===== src/rtl/nn_result_streamer_if.sv =====
// -----------------------------------------------------------------------------
// nn_result_streamer_if
// Valid/ready word stream carrying the solver result frame.
//   M_DATA  : W-bit stream word (master -> slave)
//   M_VALID : word valid (master -> slave)
//   M_LAST  : final word of the frame (master -> slave)
//   M_READY : downstream ready (slave -> master)
// -----------------------------------------------------------------------------
interface nn_result_streamer_if #(
    parameter int unsigned W = 34
) ();
    logic [W-1:0] M_DATA;
    logic         M_VALID;
    logic         M_READY;
    logic         M_LAST;

    modport master (
        output M_DATA,
        output M_VALID,
        output M_LAST,
        input  M_READY
    );

    modport slave (
        input  M_DATA,
        input  M_VALID,
        input  M_LAST,
        output M_READY
    );
endinterface


===== src/rtl/nn_result_streamer.sv =====
// -----------------------------------------------------------------------------
// nn_result_streamer
// Captures the NN solver results on each rising edge of STOP_TRAINING (or on a
// watchdog expiry) and streams them as one frame:
//   root0 .. root(N-1), best error, status {timeout_flag, cycle_count}.
// Ports:
//   CLK           : clock, rising edge
//   RESET         : synchronous, active-low reset
//   STOP_TRAINING : solver done level, edge-detected here
//   ROOTS_IN      : N packed roots, root k at [(k+1)*W-1 : k*W]
//   BEST_ERROR_IN : solver best error
//   m_if          : master side of the result stream (M_DATA/M_VALID/M_LAST/M_READY)
//   BUSY          : high while a frame is being sent
//   FRAME_DONE    : one-cycle pulse after the last word is accepted
// -----------------------------------------------------------------------------
module nn_result_streamer #(
    parameter int unsigned BIT_WIDTH      = 32,
    parameter int unsigned EXTRA_BITS     = 2,
    parameter int unsigned NUM_UNKNOWNS   = 2,
    parameter int unsigned TIMEOUT_CYCLES = 0
) (
    input  logic                                              CLK,
    input  logic                                              RESET,
    input  logic                                              STOP_TRAINING,
    input  logic [NUM_UNKNOWNS*(BIT_WIDTH+EXTRA_BITS)-1:0]    ROOTS_IN,
    input  logic [BIT_WIDTH+EXTRA_BITS-1:0]                   BEST_ERROR_IN,
    nn_result_streamer_if.master                              m_if,
    output logic                                              BUSY,
    output logic                                              FRAME_DONE
);

    localparam int unsigned W     = BIT_WIDTH + EXTRA_BITS;
    localparam int unsigned IDX_W = $clog2(NUM_UNKNOWNS + 2);

    localparam logic [IDX_W-1:0] LAST_IDX = IDX_W'(NUM_UNKNOWNS + 1);
    localparam logic [IDX_W-1:0] BEST_IDX = IDX_W'(NUM_UNKNOWNS);
    localparam logic [IDX_W-1:0] IDX_ONE  = IDX_W'(1);

    // The cycle count occupies the status word below the timeout flag.
    localparam logic [W-2:0] CNT_MAX     = {(W-1){1'b1}};
    localparam logic [W-2:0] CNT_ONE     = (W-1)'(1);
    localparam logic [W-2:0] TIMEOUT_VAL = (W-1)'(TIMEOUT_CYCLES);
    localparam bit           TIMEOUT_EN  = (TIMEOUT_CYCLES != 0);

    typedef enum logic [1:0] {
        ST_IDLE = 2'd0,
        ST_SEND = 2'd1,
        ST_DONE = 2'd2
    } state_t;

    state_t                      state_r,        state_nxt_s;
    logic [IDX_W-1:0]            idx_r,          idx_nxt_s;
    logic [W-2:0]                cnt_r,          cnt_nxt_s;
    logic                        stop_prev_r;
    logic [NUM_UNKNOWNS*W-1:0]   snap_roots_r,   snap_roots_nxt_s;
    logic [W-1:0]                snap_best_r,    snap_best_nxt_s;
    logic                        snap_tmo_r,     snap_tmo_nxt_s;
    logic [W-2:0]                snap_cnt_r,     snap_cnt_nxt_s;

    logic [W-1:0]                m_data_r,       m_data_nxt_s;
    logic                        m_valid_r,      m_valid_nxt_s;
    logic                        m_last_r,       m_last_nxt_s;
    logic                        busy_r,         busy_nxt_s;
    logic                        frame_done_r,   frame_done_nxt_s;

    logic                        rise_s;
    logic                        timeout_s;
    logic                        accept_s;

    // Selects frame word idx from a set of snapshot values.
    function automatic logic [W-1:0] frame_word(
        input logic [NUM_UNKNOWNS*W-1:0] roots,
        input logic [W-1:0]              best,
        input logic                      tmo,
        input logic [W-2:0]              cnt,
        input logic [IDX_W-1:0]          idx
    );
        logic [W-1:0] word;
        word = {tmo, cnt};
        if (idx < BEST_IDX) begin
            for (int k = 0; k < int'(NUM_UNKNOWNS); k++) begin
                word = (idx == IDX_W'(k)) ? roots[k*W +: W] : word;
            end
        end else if (idx == BEST_IDX) begin
            word = best;
        end else begin
            word = {tmo, cnt};
        end
        return word;
    endfunction

    assign rise_s    = STOP_TRAINING & ~stop_prev_r;
    assign timeout_s = TIMEOUT_EN && (cnt_r == TIMEOUT_VAL);
    // m_valid_r is the registered M_VALID, so acceptance never feeds back
    // combinationally into the stream outputs.
    assign accept_s  = m_valid_r & m_if.M_READY;

    // State register, snapshot registers and registered outputs.
    always_ff @(posedge CLK) begin
        if (!RESET) begin
            state_r      <= ST_IDLE;
            idx_r        <= '0;
            cnt_r        <= '0;
            stop_prev_r  <= 1'b0;
            snap_roots_r <= '0;
            snap_best_r  <= '0;
            snap_tmo_r   <= 1'b0;
            snap_cnt_r   <= '0;
            m_data_r     <= '0;
            m_valid_r    <= 1'b0;
            m_last_r     <= 1'b0;
            busy_r       <= 1'b0;
            frame_done_r <= 1'b0;
        end else begin
            state_r      <= state_nxt_s;
            idx_r        <= idx_nxt_s;
            cnt_r        <= cnt_nxt_s;
            stop_prev_r  <= STOP_TRAINING;
            snap_roots_r <= snap_roots_nxt_s;
            snap_best_r  <= snap_best_nxt_s;
            snap_tmo_r   <= snap_tmo_nxt_s;
            snap_cnt_r   <= snap_cnt_nxt_s;
            m_data_r     <= m_data_nxt_s;
            m_valid_r    <= m_valid_nxt_s;
            m_last_r     <= m_last_nxt_s;
            busy_r       <= busy_nxt_s;
            frame_done_r <= frame_done_nxt_s;
        end
    end

    // Next-state, capture and next-output logic.
    always_comb begin
        state_nxt_s      = state_r;
        idx_nxt_s        = idx_r;
        cnt_nxt_s        = cnt_r;
        snap_roots_nxt_s = snap_roots_r;
        snap_best_nxt_s  = snap_best_r;
        snap_tmo_nxt_s   = snap_tmo_r;
        snap_cnt_nxt_s   = snap_cnt_r;
        m_data_nxt_s     = '0;
        m_valid_nxt_s    = 1'b0;
        m_last_nxt_s     = 1'b0;
        busy_nxt_s       = 1'b0;
        frame_done_nxt_s = 1'b0;

        case (state_r)
            ST_IDLE: begin
                if (rise_s || timeout_s) begin
                    // A genuine rise outranks the watchdog in the same cycle.
                    snap_roots_nxt_s = ROOTS_IN;
                    snap_best_nxt_s  = BEST_ERROR_IN;
                    snap_tmo_nxt_s   = ~rise_s;
                    snap_cnt_nxt_s   = cnt_r;
                    state_nxt_s      = ST_SEND;
                    idx_nxt_s        = '0;
                end else if (cnt_r != CNT_MAX) begin
                    cnt_nxt_s = cnt_r + CNT_ONE;
                end else begin
                    cnt_nxt_s = cnt_r;
                end
            end
            ST_SEND: begin
                if (accept_s) begin
                    if (idx_r == LAST_IDX) begin
                        state_nxt_s = ST_DONE;
                        idx_nxt_s   = idx_r;
                    end else begin
                        idx_nxt_s = idx_r + IDX_ONE;
                    end
                end else begin
                    idx_nxt_s = idx_r;
                end
            end
            ST_DONE: begin
                state_nxt_s = ST_IDLE;
                cnt_nxt_s   = '0;
                idx_nxt_s   = '0;
            end
            default: begin
                state_nxt_s = ST_IDLE;
                cnt_nxt_s   = '0;
                idx_nxt_s   = '0;
            end
        endcase

        // Outputs are decoded from the next state so they appear registered
        // in the cycle the state is entered; words always come from the
        // (next) snapshot, never the live inputs.
        case (state_nxt_s)
            ST_SEND: begin
                m_valid_nxt_s = 1'b1;
                busy_nxt_s    = 1'b1;
                m_last_nxt_s  = (idx_nxt_s == LAST_IDX);
                m_data_nxt_s  = frame_word(snap_roots_nxt_s, snap_best_nxt_s,
                                           snap_tmo_nxt_s, snap_cnt_nxt_s, idx_nxt_s);
            end
            ST_DONE: begin
                frame_done_nxt_s = 1'b1;
            end
            default: begin
                frame_done_nxt_s = 1'b0;
            end
        endcase
    end

    assign m_if.M_DATA  = m_data_r;
    assign m_if.M_VALID = m_valid_r;
    assign m_if.M_LAST  = m_last_r;
    assign BUSY         = busy_r;
    assign FRAME_DONE   = frame_done_r;

endmodule

===== src/flat_wrapper.sv =====
// flat-port wrapper written by rule: the top's interface ports become plain ports
module nn_result_streamer_flat 
#(
    parameter int unsigned BIT_WIDTH      = 32,
    parameter int unsigned EXTRA_BITS     = 2,
    parameter int unsigned NUM_UNKNOWNS   = 2,
    parameter int unsigned TIMEOUT_CYCLES = 0
)
  (CLK, RESET, STOP_TRAINING, ROOTS_IN, BEST_ERROR_IN, BUSY, FRAME_DONE, m_if_M_DATA, m_if_M_VALID, m_if_M_LAST, m_if_M_READY);
  nn_result_streamer_if m_if_i ();
  input  logic CLK;
  input  logic RESET;
  input  logic STOP_TRAINING;
  input  logic [NUM_UNKNOWNS*(BIT_WIDTH+EXTRA_BITS)-1:0] ROOTS_IN;
  input  logic [BIT_WIDTH+EXTRA_BITS-1:0] BEST_ERROR_IN;
  output logic BUSY;
  output logic FRAME_DONE;
  output wire logic [$bits(m_if_i.M_DATA)-1:0] m_if_M_DATA;
  output wire logic [$bits(m_if_i.M_VALID)-1:0] m_if_M_VALID;
  output wire logic [$bits(m_if_i.M_LAST)-1:0] m_if_M_LAST;
  input wire logic [$bits(m_if_i.M_READY)-1:0] m_if_M_READY;
  assign m_if_M_DATA = m_if_i.M_DATA;
  assign m_if_M_VALID = m_if_i.M_VALID;
  assign m_if_M_LAST = m_if_i.M_LAST;
  assign m_if_i.M_READY = m_if_M_READY;
  nn_result_streamer #(.BIT_WIDTH(BIT_WIDTH), .EXTRA_BITS(EXTRA_BITS), .NUM_UNKNOWNS(NUM_UNKNOWNS), .TIMEOUT_CYCLES(TIMEOUT_CYCLES)) u_core (.CLK(CLK), .RESET(RESET), .STOP_TRAINING(STOP_TRAINING), .ROOTS_IN(ROOTS_IN), .BEST_ERROR_IN(BEST_ERROR_IN), .m_if(m_if_i), .BUSY(BUSY), .FRAME_DONE(FRAME_DONE));
endmodule

===== config.mk =====
export PLATFORM = sky130hd
export DESIGN_NAME = nn_result_streamer_flat
export DESIGN_NICKNAME = d
export VERILOG_FILES = /design/src/rtl/nn_result_streamer_if.sv /design/src/rtl/nn_result_streamer.sv /design/src/flat_wrapper.sv
export SDC_FILE = /design/constraint.sdc
export NUM_CORES = 1
export LEC_CHECK = 0
export BUFFER_PORTS_ARGS = -buffer_cell sky130_fd_sc_hd__buf_2
export CAP_MARGIN = 10
export CELL_PAD_IN_SITES_DETAIL_PLACEMENT = 1
export CELL_PAD_IN_SITES_GLOBAL_PLACEMENT = 1
export CORE_MARGIN = 2
export CORE_UTILIZATION = 26
export DETAILED_ROUTE_END_ITERATION = 10
export PLACE_DENSITY = 0.55
export SETUP_SLACK_MARGIN = 0.02
export SKIP_LAST_GASP = 1
export SYNTH_ARGS = -nofsm -noshare
export SYNTH_HDL_FRONTEND = slang
export SYNTH_SLANG_ARGS = --single-unit

===== constraint.sdc =====
create_clock -name CLK -period 2.6 [get_ports CLK]
set_input_delay 0.13 -clock CLK [delete_from_list [all_inputs] [get_ports CLK]]
set_output_delay 0.13 -clock CLK [all_outputs]
set_load 0.02 [all_outputs]

# After elaboration in Yosys (flattened, before gate mapping)
# Index checks and enable logic that the tools add are counted.
[classes] addsub=2 n_lt_le_gt_ge=1 eq_ne=10 n_mux=25 n_bitwise=5 n_reduce_logical=4
[ops] cell="34-bit 2-to-1 mux" n=6
[ops] cell="68-bit 2-to-1 mux" n=2
[ops] cell="33-bit 2-to-1 mux" n=4
[ops] cell="33-bit case mux with 2 select lines" n=1
[ops] cell="33-bit by 1-bit adder with 33-bit output (second input constant)" n=1
[ops] cell="33-bit inequality test (second input constant)" n=1
[ops] cell="2-bit 2-to-1 mux" n=6
[ops] cell="2-bit equality test (second input constant)" n=4
[ops] cell="2-bit case mux with 2 select lines" n=2
[ops] cell="2-bit by 1-bit equality test with 1-bit output (second input constant)" n=3
[ops] cell="2-bit logical NOT" n=2
[ops] cell="1-bit 2-to-1 mux" n=4
[ops] cell="1-bit NOT" n=3
[ops] cell="3-bit AND reduction" n=1
[ops] cell="2-bit by 1-bit adder with 2-bit output (second input constant)" n=1
[ops] cell="1-bit AND" n=2
[ops] cell="2-bit < comparator (second input constant)" n=1
[ops] cell="2-bit by 1-bit inequality test with 1-bit output (second input constant)" n=1
[ops] cell="2-bit inequality test (second input constant)" n=1
[ops] cell="2-bit AND reduction" n=1
[word_totals] register_bits=211 input_bits=106 output_inout_bits=38 elab_cells=59

# Longest topological paths before layout
# Gate-level depths: netlist of the first run.
[logic_depth] depth_word=8 depth_mapped=11

# Worst setup path before layout of the first run
# No wires, ideal clock.
[synth_timing] path_kind="reg2reg" startpoint="register u_core.cnt_r[9]" endpoint="register u_core.cnt_r[26]" setup_ns=0.071 t_arrival_ns=2.204 t_required_ns=2.529 path_slack_ns=0.325 path_stages_with_launch=12 period_less_slack_ns=2.275 path_cell_list="dfxtp_1 -> and4_1 -> and2_1 -> buf_2 -> nand3_1 -> nor2_1 -> ha_1 -> o31ai_4 -> buf_4 -> nand4_2 -> or3_1 -> a21oi_1"
[synth_via] elab_chain_cells=4 elab_cells_between_ends=7 cone_classes="add/sub: 1; eq/ne: 2; mux: 3; reduce/logical: 1"
[synth_rtl] element="from (decl)" line_no="nn_result_streamer.sv:53" text="logic [W-2:0] cnt_r, cnt_nxt_s;"
[synth_rtl] element="from (signal assigned)" line_no="nn_result_streamer.sv:117" text="cnt_r <= cnt_nxt_s;"
[synth_rtl] element="33-bit by 1-bit adder with 33-bit output" line_no="nn_result_streamer.sv:157" text="cnt_nxt_s = cnt_r + CNT_ONE;"
[synth_rtl] element="33-bit 2-to-1 mux" line_no="nn_result_streamer.sv:156" text="end else if (cnt_r != CNT_MAX) begin"
[synth_rtl] element="33-bit 2-to-1 mux" line_no="nn_result_streamer.sv:148" text="if (rise_s || timeout_s) begin"
[synth_rtl] element="33-bit case mux with 2 select lines" line_no="nn_result_streamer.sv:146" text="case (state_r)"
# Parallel ways exist; a longest one is shown, timed or not. The select of a mux whose other input is x is not followed.
# A chain may end at the register's enable or synchronous reset.

# Worst setup path in the final report of the first run
[layout_timing] startpoint="register u_core.cnt_r[0]" endpoint="register u_core.cnt_r[31]"
# Same word-level chain as after synthesis.

==> flow_metrics.env, run 1 <==
export IMPL_synthArstFlopShare_pct=0
export IMPL_finalSetupTns_ns=0
export IMPL_dieArea_um2=37600
export IMPL_grt_ovfl_total=0
export IMPL_synth_top_area_share_pct=45.0
export IMPL_synth_avg_cell_area_um2=8.45
export IMPL_drtPass1Iterations=4
export IMPL_ant_nets=0
export IMPL_slowest_stage="dfxtp_1"
export IMPL_die_width_um=194
export IMPL_synth_seq_cells=211
export IMPL_yosysTopAreaCell="dfxtp_1"
export IMPL_post_route_period_util_pct=93.0
export IMPL_cp_arrival_ns=2.87
export IMPL_grt_max_degree=96
export IMPL_power_density_nw_per_um2=623
export IMPL_synth_edf_count=0
export IMPL_ys_seq_area_share_pct=45.0
export IMPL_period_needed_ns=2.42
export IMPL_cts_root_buf="clkbuf_16"
export IMPL_cts_path_max_buffers=3
export IMPL_cpPeakStageDelay_ns=0.37
export IMPL_finalHoldViolCount=0
export IMPL_status="finished clean"
export IMPL_wl_per_cell_um=17.9
export IMPL_slew_headroom_pct=49.5
export IMPL_grt_pass1_vias=8959
export IMPL_syn_num_nets=1218
export IMPL_synth_top_cells_by_count="nand2_1 (273), dfxtp_1 (211), a21boi_0 (84)"
export IMPL_track_usage_pct=17.0
export IMPL_htree_levels=1
export IMPL_fin_nets=1446
export IMPL_synthCells=1110
export IMPL_place_gp_congestion=0.799
export IMPL_path_delay_family="simple AND/OR/NAND/NOR gates"
export IMPL_worstSetupPathType="reg2reg"
export IMPL_power_leakage_nw=4.84
export IMPL_portBuffers=143
export IMPL_rows=69
export IMPL_synth_area_leaders="dfxtp_1 (45%), nand2_1 (11%), a21boi_0 (6.7%)"
export IMPL_dp_cells=1666
export IMPL_initial_core_util_pct=26.4
export IMPL_grt_pass1_wl_um=51700
export IMPL_cp_num_buf_inv=1
export IMPL_worst_setup_path_start_kind="register"
export IMPL_drt_total_wl_um=32400
export IMPL_clock_fmax_mhz=413
export IMPL_drc=0
export IMPL_hpwl_um=21400
export IMPL_area_growth_synth_to_final_pct=33.0
export IMPL_slew_viol_final=0
export IMPL_numClockSinks=211
export IMPL_drt_iter0_markers=389
export IMPL_drv_cap=0
export IMPL_synth_most_common_cell="nand2_1"
export IMPL_worstSkewPairLatency_ns=0.53
export IMPL_cts_tree="yes"
export IMPL_syn_area_um2=9380
export IMPL_diodes=0
export IMPL_clk_pin_slew_ns=0.06
export IMPL_rsz0062_at_grt="true"
export IMPL_core_um2=35600
export IMPL_worst_pin_slew_ns=0.758
export IMPL_synth_main_ff_cell="dfxtp_1"
export IMPL_cp_max_fo=9
export IMPL_ys_warn_count=0
export IMPL_finalNonFillerCells=1812
export IMPL_ios=144
export IMPL_num_vias=8621
export IMPL_hp_class="in2reg"
export IMPL_skew_ns=0.0176
export IMPL_layout_drive_gt1_share_pct=19.9
export IMPL_cp_end_kind="register"
export IMPL_worstPathRequired_ns=3.06
export IMPL_ir_worst_vdd_uv=335
export IMPL_worstPathCellList="ha_1 -> and3_1 -> nand3_1 -> nor2_1 -> ha_1 -> o31ai_4 -> buf_4 -> nand3_1 -> or3_1 -> a21oi_1"
export IMPL_antenna_found_initial=0
export IMPL_via_per_inst=4.76
export IMPL_setup_viol=0
export IMPL_synth_cell_types=64
export IMPL_die_y_um=194
export IMPL_cts_inserted_buffers=26
final timing paths:
| kind | start | cells past startpoint | end | slack [ns] |
|---|---|---|---|---|
| max | u_core.cnt_r[0] | 10 | u_core.cnt_r[31] | 0.18 |
| min | BEST_ERROR_IN[7] | 3 | u_core.snap_best_r[7] | 0.01 |
| max reg2reg | u_core.cnt_r[0] | 10 | u_core.cnt_r[31] | 0.18 |
| min reg2reg | u_core.snap_best_r[4] | 2 | u_core.snap_best_r[4] | 0.45 |
repair_timing:
item                                    in CTS  in global routing
hold endpoints to repair                   128                  1
buffers inserted                             0                  3
resized for setup                            0                  1
endpoints found under the setup margin       0                 10
hold buffers                               101                  1
placed cells by master, fill, tap and decap left out, drive strengths merged, types with 3 or more instances in the layout:
cell type and count:
nand2 273, dfxtp 211, buf 184, a21boi 124, dlygate4sd3 102, nor2 74
clkbuf 37, a21oi 35, o21ai 34, a31oi 27, a31o 21, o211ai 21
o22a 20, nand3 20, mux2i 16, nor2b 13, nand4 13, mux2 12
and3 11, xnor2 11, xor2 10, nor3 9, inv 9, or3 8
and2 6, nor4 5, a22oi 5, a311oi 4, clkinv 4, and4 3
o31ai 3
per-stage QoR:
stage	instance area, µm²	total power [W]	utilization [%]	hold slack, ns	setup WS [ns]
global placement	10600	0.00428	29.9	0.377	0.220
global route	12500	0.00811	35.1	0.00643	0.00833
finish	12500	0.00776	35.1	0.0116	0.181
CTS	12400	0.00788	35.0	0.00465	0.118
floorplan	9380	0.00398	-	0.252	0.325
detailed placement	10600	0.00429	29.9	0.383	0.146
state kept, by name, summed over array words and instances (netlist names), 2 cells and up:
name,count
u_core.cnt_r,33
u_core.state_r,2
u_core.snap_cnt_r,33
u_core.idx_r,2
u_core.m_if.M_DATA,34
u_core.snap_roots_r,68
u_core.snap_best_r,34
metal layers:
metal | routed length, µm | up-vias | global-route usage [%]
met5 | 0 | - | 0
met4 | 452 | 0 | 3.17
met3 | 1490 | 29 | 2.59
met2 | 14400 | 144 | 26.4
met1 | 16100 | 4146 | 25.0
li1 | - | 4302 | -
cells by family (layout without fill, tap and decap cells):
kind of cell	Yosys count	count (layout)	share of synthesized area, %
buf+inv	95	336	4.78
compound gates	305	305	23.5
fa+ha+maj	2	2	0.267
flops	211	211	45.0
simple gates	448	448	21.3
xor+xnor	21	21	1.96
mux	28	28	3.15
tightest hold or removal path, stage by stage:
cell and delay, ns:
buf_2 0.10, mux2_2 0.15, and2_1 0.12
final cells by class:
cell class,instances,area (µm²)
fill,4206,23100
multi-input combinational,804,4720
sequential,211,4220
timing repair buffer,286,2120
clock buffer,37,773
tap,461,577
inverter,9,33.8
clock inverter,4,23.8
where the power goes:
group | switching, W | internal (W) | leakage, nW
logic | 0.000482 | 0.000415 | 2.73
clock network | 0.00139 | 0.00204 | 0.396
registers | 0.0000734 | 0.00336 | 1.72
No activity file was read; power rests on OpenSTA's default activity.
==> run 2, diff against run 1 <==
--- a/config.mk
+++ b/config.mk
@@ -13,4 +13,5 @@
 export CORE_UTILIZATION = 26
 export DETAILED_ROUTE_END_ITERATION = 10
+export HOLD_SLACK_MARGIN = 0.1
 export PLACE_DENSITY = 0.55
 export SETUP_SLACK_MARGIN = 0.02
==> constraint.sdc (replaced) <==
create_clock -name CLK -period 2.6 [get_ports CLK]
set_input_delay 0.78 -clock CLK [delete_from_list [all_inputs] [get_ports CLK]]
set_output_delay 0.78 -clock CLK [all_outputs]
set_load 0.02 [all_outputs]
==> flow_metrics.env, run 2 (synthesis results as in run 1) <==
export IMPL_worstSetupPathType="reg2reg"
export IMPL_worst_pin_slew_ns=0.758
export IMPL_ios=144
export IMPL_grt_ovfl_total=0
export IMPL_portBuffers=143
export IMPL_numClockSinks=211
export IMPL_grt_pass1_wl_um=50200
export IMPL_final_common_cell="nand2_1"
export IMPL_initial_core_util_pct=26.4
export IMPL_rows=69
export IMPL_power_leakage_nw=4.60
export IMPL_cts_root_buf="clkbuf_16"
export IMPL_skew_ns=0.00893
export IMPL_cp_arrival_ns=2.78
export IMPL_period_needed_ns=2.38
export IMPL_n_fill_cell=4167
export IMPL_fin_nets=1360
export IMPL_regToRegStartpoint="u_core.cnt_r[16]"
export IMPL_area_growth_synth_to_final_pct=25.6
export IMPL_rsz0062_at_grt="false"
export IMPL_slew_headroom_pct=49.5
export IMPL_dieArea_um2=37600
export IMPL_design_area_um2=11800
export IMPL_worstPathRequired_ns=3.00
export IMPL_most_common_layout_cells="nand2_1 (272), dfxtp_1 (211), buf_2 (142), a21boi_0 (84), nor2_1 (73)"
export IMPL_place_gp_congestion=0.836
export IMPL_ir_worst_vdd_uv=346
export IMPL_clk_pin_slew_ns=0.06
export IMPL_pre_cts_slack_ns=0.126
export IMPL_grt_pass1_vias=8556
export IMPL_hp_start="u_core.snap_roots_r[63]"
export IMPL_drc=0
export IMPL_status="finished clean"
export IMPL_hold_buffers=0
export IMPL_power_density_nw_per_um2=687
export IMPL_grt_max_degree=95
export IMPL_drtPass1Iterations=4
export IMPL_drt_total_wl_um=31800
export IMPL_dpl_cell_area_um2=10900
export IMPL_startpoint="u_core.cnt_r[16]"
export IMPL_cp_max_fo=9
export IMPL_largest_register_ffs=68
export IMPL_slew_viol_final=0
export IMPL_core_um2=35600
export IMPL_cts_resized=0
export IMPL_cp_end_kind="register"
export IMPL_cts_inserted_buffers=25
export IMPL_antenna_found_initial=0
export IMPL_fin_util_pct=33.1
export IMPL_via_per_inst=4.81
export IMPL_setup_viol=0
export IMPL_clock_fmax_mhz=420
export IMPL_ant_nets=0
export IMPL_hp_class="reg2reg"
export IMPL_die_width_um=194
export IMPL_wl_per_cell_um=18.4
export IMPL_worst_setup_path_start_kind="register"
export IMPL_cpPeakStageDelay_ns=0.40
export IMPL_post_route_period_util_pct=91.6
export IMPL_cts_tree="yes"
export IMPL_slowest_stage="nor4_4"
export IMPL_finalSetupTns_ns=0
export IMPL_die_y_um=194
export IMPL_finalHoldViolCount=0
export IMPL_worstSkewPairLatency_ns=0.52
export IMPL_drt_iter0_markers=474
export IMPL_worstPathCellList="nand4_1 -> nor4_4 -> nand4_1 -> nor2_1 -> ha_1 -> o31a_1 -> buf_12 -> nor4_1 -> xnor2_1 -> nor2_1"
export IMPL_diodes=0
export IMPL_top_register="u_core.snap_roots_r"
export IMPL_track_usage_pct=16.6
export IMPL_htree_levels=1
export IMPL_cts_path_max_buffers=3
export IMPL_num_vias=8334
export IMPL_layout_drive_gt1_share_pct=23.0
export IMPL_hold_slack_ns=0.456
export IMPL_hpwl_um=22300
export IMPL_postLayoutSetupSlackWorst_ns=0.218
export IMPL_drv_cap=0
==> run 2: cell types whose count changed in the layout (fill, tap and decap cells not counted), sizes merged <==
cell / previous run / this run
dlygate4sd3: 102 / 0
buf: 184 / 201
clkbuf: 37 / 35
clkinv: 4 / 6
bufinv: 0 / 4
==> run 2: layer usage <==
layer / GRT usage, % / wire length (µm) / vias to the layer above
li1: - / - / 4124
met1: 24.6 / 16300 / 4027
met2: 25.4 / 13600 / 143
met3: 2.37 / 1370 / 40
met4: 3.62 / 552 / 0
met5: 0 / 0 / -
==> run 2: cell type report <==
cell class | count | area, µm² | area share, %
Multi-Input combinational cell | 804 | 4710 | 40.0
Sequential cell | 211 | 4220 | 35.9
Timing Repair Buffer | 201 | 1330 | 11.3
Clock buffer | 35 | 753 | 6.39
Tap cell | 461 | 577 | 4.90
Clock inverter | 10 | 150 | 1.27
Inverter | 9 | 33.8 | 0.287
==> run 2: path summary, 6_finish.rpt <==
check                             to  slack (ns)  cells past startpoint
max                 u_core.cnt_r[18]        0.22                     10
min          u_core.snap_roots_r[63]        0.46                      2
max reg2reg         u_core.cnt_r[18]        0.22                     10
min reg2reg  u_core.snap_roots_r[63]        0.46                      2
==> run 2: where the power goes <==
group	internal (W)	total (W)	switching, W
Clock	0.00240	0.00383	0.00143
Sequential	0.00336	0.00344	0.0000763
Combinational	0.000346	0.000820	0.000473
==> run 2: worst max-delay path, delay by kind of cell (launching register included) <==
kind | cells | cell delay [ns]
compound gates | 1 | 0.21
buf+inv | 1 | 0.14
fa+ha+maj | 1 | 0.25
flops | 1 | 0.33
simple gates | 6 | 1.12
xor+xnor | 1 | 0.21
==> run 2: stage by stage <==
| step | total power [W] | std cells |
|---|---|---|
| 5_1_grt | 0.00841 | 1731 |
| 6_report | 0.00809 | 1731 |
| 2_1_floorplan | 0.00398 | 1110 |
| 3_3_place_gp | 0.00433 | 1685 |
| 3_5_place_dp | 0.00434 | 1685 |
| 4_1_cts | 0.00820 | 1730 |
==> run 2: what timing repair did <==
action,4_1_cts,5_1_grt
buffers inserted,0,1
hold endpoints to repair,0,0
setup endpoints to repair,0,2
